## src/rtl/console_pkg.sv

```systemverilog
// Shared types and constants for the console UART transmitter.
// Holds the serializer state encoding and default sizing.
package console_pkg;

   typedef enum logic [1:0] {
      S_IDLE  = 2'd0,
      S_START = 2'd1,
      S_DATA  = 2'd2,
      S_STOP  = 2'd3
   } state_e;

   localparam logic [7:0] ASCII_NL = 8'h0A;

   localparam int CLKS_PER_BIT_DEF = 16;
   localparam int FIFO_DEPTH_DEF   = 16;

endpackage

```

## src/rtl/char_fifo.sv

```systemverilog
// Synchronous character FIFO with push/pop handshake and level count.
// Full and empty are derived from the level counter, not the pointers.
module char_fifo
   import console_pkg::*;
#(
   parameter  int WIDTH = 8,
   parameter  int DEPTH = FIFO_DEPTH_DEF,
   localparam int PTR_W = $clog2(DEPTH),
   localparam int LVL_W = $clog2(DEPTH) + 1
) (
   input  logic             clk,
   input  logic             reset,
   input  logic             push,
   input  logic [WIDTH-1:0] wdata,
   input  logic             pop,
   output logic [WIDTH-1:0] rdata,
   output logic             full,
   output logic             empty,
   output logic [LVL_W-1:0] level
);

   logic [WIDTH-1:0] mem [DEPTH];
   logic [PTR_W-1:0] wr_ptr;
   logic [PTR_W-1:0] rd_ptr;
   logic             do_push;
   logic             do_pop;

   assign full    = (level == LVL_W'(DEPTH));
   assign empty   = (level == '0);
   assign do_push = push && !full;
   assign do_pop  = pop && !empty;
   assign rdata   = mem[rd_ptr];

   // storage array, written on an accepted push
   always_ff @(posedge clk) begin
      if (do_push) begin
         mem[wr_ptr] <= wdata;
      end
   end

   // pointers wrap naturally; level tracks push minus pop
   always_ff @(posedge clk) begin
      if (reset) begin
         wr_ptr <= '0;
         rd_ptr <= '0;
         level  <= '0;
      end else begin
         if (do_push) begin
            wr_ptr <= wr_ptr + PTR_W'(1);
         end
         if (do_pop) begin
            rd_ptr <= rd_ptr + PTR_W'(1);
         end
         if (do_push && !do_pop) begin
            level <= level + LVL_W'(1);
         end else if (do_pop && !do_push) begin
            level <= level - LVL_W'(1);
         end
      end
   end

endmodule

```

## src/rtl/console_uart_tx.sv

```systemverilog
// Console UART transmitter: buffers print-stage bytes, sends 8N1 on tx.
// Back-to-back frames are contiguous when the buffer stays non-empty.
module console_uart_tx
   import console_pkg::*;
#(
   parameter  int CLKS_PER_BIT = CLKS_PER_BIT_DEF,
   parameter  int FIFO_DEPTH   = FIFO_DEPTH_DEF,
   localparam int LVL_W        = $clog2(FIFO_DEPTH) + 1
) (
   input  logic             clk,
   input  logic             reset,
   input  logic [7:0]       char_in,
   input  logic             char_valid,
   output logic             char_ready,
   output logic             tx,
   output logic             busy,
   output logic [LVL_W-1:0] fifo_level,
   output logic             nl_sent
);

   localparam int CNT_W = $clog2(CLKS_PER_BIT);
   localparam logic [CNT_W-1:0] CNT_LAST = CNT_W'(CLKS_PER_BIT - 1);

   state_e           state;
   state_e           state_nxt;
   logic [CNT_W-1:0] cnt;
   logic [CNT_W-1:0] cnt_nxt;
   logic [2:0]       bit_idx;
   logic [2:0]       bit_nxt;
   logic [7:0]       shift;
   logic [7:0]       shift_nxt;
   logic             is_nl;
   logic             is_nl_nxt;
   logic             pop;
   logic             tick;
   logic [7:0]       fifo_rdata;
   logic             fifo_full;
   logic             fifo_empty;
   logic [LVL_W-1:0] level;

   char_fifo #(
      .WIDTH (8),
      .DEPTH (FIFO_DEPTH)
   ) u_fifo (
      .clk   (clk),
      .reset (reset),
      .push  (char_valid),
      .wdata (char_in),
      .pop   (pop),
      .rdata (fifo_rdata),
      .full  (fifo_full),
      .empty (fifo_empty),
      .level (level)
   );

   assign tick       = (cnt == CNT_LAST);
   assign char_ready = !fifo_full;
   assign fifo_level = level;
   assign busy       = (state != S_IDLE) || (level != '0);

   // serializer state and datapath registers
   always_ff @(posedge clk) begin
      if (reset) begin
         state   <= S_IDLE;
         cnt     <= '0;
         bit_idx <= '0;
         shift   <= '0;
         is_nl   <= 1'b0;
      end else begin
         state   <= state_nxt;
         cnt     <= cnt_nxt;
         bit_idx <= bit_nxt;
         shift   <= shift_nxt;
         is_nl   <= is_nl_nxt;
      end
   end

   // next-state, pop request and line/pulse outputs
   always_comb begin
      state_nxt = state;
      cnt_nxt   = cnt;
      bit_nxt   = bit_idx;
      shift_nxt = shift;
      is_nl_nxt = is_nl;
      pop       = 1'b0;
      nl_sent   = 1'b0;
      tx        = 1'b1;
      unique case (state)
         S_IDLE: begin
            if (!fifo_empty) begin
               pop       = 1'b1;
               state_nxt = S_START;
            end
         end
         S_START: begin
            tx      = 1'b0;
            cnt_nxt = tick ? '0 : cnt + CNT_W'(1);
            if (tick) begin
               bit_nxt   = '0;
               state_nxt = S_DATA;
            end
         end
         S_DATA: begin
            tx      = shift[0];
            cnt_nxt = tick ? '0 : cnt + CNT_W'(1);
            if (tick) begin
               shift_nxt = {1'b0, shift[7:1]};
               bit_nxt   = bit_idx + 3'd1;
               if (bit_idx == 3'd7) begin
                  state_nxt = S_STOP;
               end
            end
         end
         S_STOP: begin
            tx      = 1'b1;
            cnt_nxt = tick ? '0 : cnt + CNT_W'(1);
            if (tick) begin
               nl_sent = is_nl;
               if (!fifo_empty) begin
                  pop       = 1'b1;
                  state_nxt = S_START;
               end else begin
                  state_nxt = S_IDLE;
               end
            end
         end
         default: begin
            state_nxt = S_IDLE;
         end
      endcase
      if (pop) begin
         shift_nxt = fifo_rdata;
         is_nl_nxt = (fifo_rdata == ASCII_NL);
         cnt_nxt   = '0;
      end
   end

endmodule

```

## config.mk

```make
export PLATFORM = sky130hd
export DESIGN_NAME = console_uart_tx
export DESIGN_NICKNAME = d
export VERILOG_FILES = /design/src/rtl/console_pkg.sv /design/src/rtl/char_fifo.sv /design/src/rtl/console_uart_tx.sv
export SDC_FILE = /design/constraint.sdc
export NUM_CORES = 1
export LEC_CHECK = 0
export CAP_MARGIN = 20
export CORE_MARGIN = 8
export CORE_UTILIZATION = 55
export CTS_CLUSTER_SIZE = 24
export DETAILED_ROUTE_END_ITERATION = 7
export PLACE_DENSITY = 0.72
export SYNTH_ARGS = -nofsm -noshare
export SYNTH_HDL_FRONTEND = slang
export SYNTH_SLANG_ARGS = --single-unit
export TNS_END_PERCENT = 5
```

## constraint.sdc

```tcl
create_clock -name clk -period 3.5 [get_ports clk]
set_input_delay 0.7 -clock clk [delete_from_list [all_inputs] [get_ports clk]]
set_output_delay 0.7 -clock clk [all_outputs]
set_load 0.005 [all_outputs]
```

==> flow_metrics.tcl <==
set metrics [dict create \
    arrival_ns 3.43 \
    pwr_density_cell_nw_per_um2 717.7 \
    cp_common_cell "ha_1" \
    area_growth_pct 15.64 \
    crit_path_start_kind "register" \
    syn_inst 429 \
    core-area_um2 12010 \
    pre_cts_ws_ns 0.2482 \
    ys_ff_latch 163 \
    final_hold_viol_count 0 \
    rr_worst_depth 13 \
    power.switching_uw 1661 \
    fp.dieW_um 127.1 \
    post_drt_wl_per_cell_um 21.03 \
    dr_total_vias 3744 \
    gr-usage-all-layers_pct 17.44 \
    ctsLongestPathBuffers 2 \
    finClkSkew_ns 0.01230 \
    fin_crit_ns 3.120 \
    synth_ff_type "edfxtp_1" \
    htreeDepth 4 \
    io_pins 20 \
    ir_drop_v 0.0005135 \
    setup_ws_ns 0.3801 \
    ctsResizeCount 0 \
    initial_core_util_pct 56.54 \
    comb_power_share_pct 24.3 \
    hold_path_depth 2 \
    num_antenna_cells 0 \
    cts_tree "yes" \
    critPathTopFamily "simple AND/OR/NAND/NOR gates" \
    yosysWarnings 0 \
    p_total_uw 5636 \
    synth_area_leader_cell "edfxtp_1" \
    first_global_vias 3876 \
    top_layer_used "met4" \
    r2r_slack_ns 0.38 \
    critPathMaxStageDelay_ns 0.42 \
    worst-path-buf-inv 2 \
    syn-cell-area_um2 6792 \
    period_share_pct 89.14 \
    max_clock_freq_mhz 320.5 \
    antenna_left 0 \
    hpwlAfterDp_um 8678 \
    r2r-end "u_fifo.level[4]" \
    wl_met3_um 683 \
    relSlewSlack_pct 41.21 \
    cts-buffers-inserted 17 \
    synth_top_area_share_pct 56.60 \
    final_nets 501 \
    min_from "shift[7]" \
    setup_viol 0 \
    min_path_type "reg2reg" \
    grt-ovfl-total 0 \
    synth_nets 459 \
    ys_async_sr_fraction_pct 0 \
    hold_end "shift[7]" \
    r2r-start "u_fifo.level[0]" \
    gp_routability_congestion 0.7635 \
    status "completed" \
    wl_met2_um 6961 \
    ys_top_cells_by_area "edfxtp_1 57%, dfxtp_1 10%, mux4_2 8.3%" \
    seq_area_frac_synth_pct 66.91 \
    antenna_found_initial 0 \
    tns_ns 0 \
    die_area_um2 16160 \
    numPortBuffers 19 \
    n_fill_cell 828 \
    worst_ep_required_time_ns 3.81 \
    yosysMostFrequentCell "edfxtp_1" \
    via_per_inst 5.933 \
    route.detailed.drc 0 \
    cp_slowest_cell "nor4_1" \
    layout-drive-gt1-share_pct 19.21 \
    finalMaxSlewViolations 0 \
    grt_max_degree 22 \
    drtPass1Iterations 5 \
    synthTopCellsByCount "128 x edfxtp_1, 46 x nor2_1, 35 x dfxtp_1, 25 x mux4_2, 22 x nand2_1" \
    clkLatencyLatePin_ns 0.43 \
    drv_cap 0 \
    swShare_pct 29.47 \
    row_count 40 \
    ys_types 47 \
    seqPwrFrac_pct 41.9 \
    routed_wl_um 13270 \
    cts_root_buf "clkbuf_16" \
    p_int_uw 3975 \
    synth_edf_count 128 \
    setup.worst_path.end_class "register" \
    worstPathCellList "nor4_1 > and2b_1 > nor3_4 > inv_2 > ha_1 > inv_1 > ha_1 > nor2b_1 > o21a_1 > or3_1 > a21oi_1 > xnor2_1 > nor2_1" \
    drtIter0Drc 251 \
    avgSynthCellArea_um2 15.83 \
    tightest_slew_ns 0.8806 \
    leakage_uw 0.002663 \
    clock_power_share_pct 33.8 \
    dieHeight_um 127.1 \
    grt_pass1_wl_um 21000 \
    critPathKind "reg2reg" \
    rsz0062_at_grt "false" \
    path_max_fanout 14 \
    cts_sinks 163 \
    clk_pin_slew_ns 0.07 \
    wl_met1_um 5372 \
]
-- logic make-up (layout without fill, tap and decap cells) --
kind of cell | count (synthesis) | after routing | share of synthesized area, %
AOI/OAI and AO/OA | 45 | 45 | 4.716
xor gates and xnor gates | 11 | 11 | 1.419
adders and majority gates | 19 | 19 | 3.611
buffers and inverters | 34 | 89 | 2.616
DFF | 163 | 163 | 66.91
muxes | 48 | 48 | 13.23
and+or+nand+nor | 109 | 109 | 7.498
-- flip-flops by register name, indices dropped and copies added, names as in the netlist, named ones only --
| signal | flops |
|---|---|
| bit_idx | 3 |
| cnt | 4 |
| is_nl | 1 |
| shift | 8 |
| state | 2 |
| u_fifo.level | 5 |
| u_fifo.mem | 128 |
| u_fifo.rd_ptr | 4 |
| u_fifo.wr_ptr | 4 |
-- layout make-up --
cell class | count | area, um2 | area share [%]
Multi-Input combinational cell | 232 | 2069 | 26.35
Clock inverter | 15 | 195.2 | 2.485
Tap cell | 147 | 183.9 | 2.342
Timing Repair Buffer | 46 | 392.9 | 5.002
Sequential cell | 163 | 4546 | 57.88
Inverter | 11 | 41.29 | 0.5257
Clock buffer | 17 | 425.4 | 5.417
-- through the flow --
stage / instances / area [um2] / utilization [%] / hold slack [ns]
after global routing: 631 / 7854 / 65.39 / 0.5124
after detailed placement: 597 / 7218 / 60.09 / 0.4662
final: 631 / 7854 / 65.39 / 0.4740
after global placement: 597 / 7218 / 60.09 / 0.4619
after floorplan: 429 / 6792 / - / 0.4438
after CTS: 629 / 7839 / 65.26 / 0.4753
-- tightest hold or removal path: stages, from the launching register on --
cell and delay, ns:
dfxtp_1 0.31, nand3_1 0.06, a21oi_1 0.05
-- power groups by stage --
| stage | Combinational (uW) | Clock (uW) | Sequential, uW |
|---|---|---|---|
| 3_3_place_gp | 1290 | 0 | 2390 |
| 6_report | 1370 | 1910 | 2360 |
| 3_5_place_dp | 1330 | 0 | 2410 |
| 4_1_cts | 1350 | 1930 | 2360 |
| 2_1_floorplan | 1050 | 0 | 2340 |
| 5_1_grt | 1530 | 2010 | 2390 |
-- what timing repair did --
action | 4_1_cts | 5_1_grt
buffers inserted | 0 | 2
hold buffers | 0 | 0
setup endpoints to repair | 0 | 1
-- layout by cell type (no fill, tap or decap), types with 5 or more instances in the layout --
cell type / netlist / layout
xnor2_1: 5 / 5
inv_1: 10 / 10
a21oi_1: 15 / 15
mux4_2: 25 / 25
buf_4: 3 / 27
nor2b_1: 7 / 7
nand2_1: 22 / 22
a211oi_1: 7 / 7
o21ai_0: 5 / 5
clkbuf_16: 0 / 17
ha_1: 18 / 18
nor2_1: 46 / 46
nand3_1: 8 / 8
dfxtp_1: 35 / 34
mux4_1: 6 / 6
edfxtp_1: 128 / 128
nor3_1: 6 / 6
mux2i_1: 14 / 14
clkdlybuf4s50_1: 0 / 19
a311oi_1: 5 / 5
xor2_1: 6 / 6
-- per-layer routing --
| layer | global-route usage [%] | vias to the layer above |
|---|---|---|
| li1 | - | 1727 |
| met1 | 19.70 | 1889 |
| met2 | 30.66 | 105 |
| met3 | 4.950 | 23 |
| met4 | 6.788 | 0 |
| met5 | 0 | - |
-- worst max path at each step --
stage | end | cells past startpoint | slack, ns | from
6_report | u_fifo.level[4] | 13 | 0.38 | u_fifo.level[0]
5_1_grt | u_fifo.level[4] | 13 | 0.04 | u_fifo.level[0]
4_1_cts | u_fifo.level[4] | 14 | 0.23 | state[0]
3_5_place_dp | u_fifo.level[4] | 14 | 0.25 | state[0]
3_3_place_gp | u_fifo.level[4] | 14 | 0.38 | state[0]
2_1_floorplan | u_fifo.level[4] | 16 | 0.41 | cnt[0]
(Power assumes the default switching activity.)
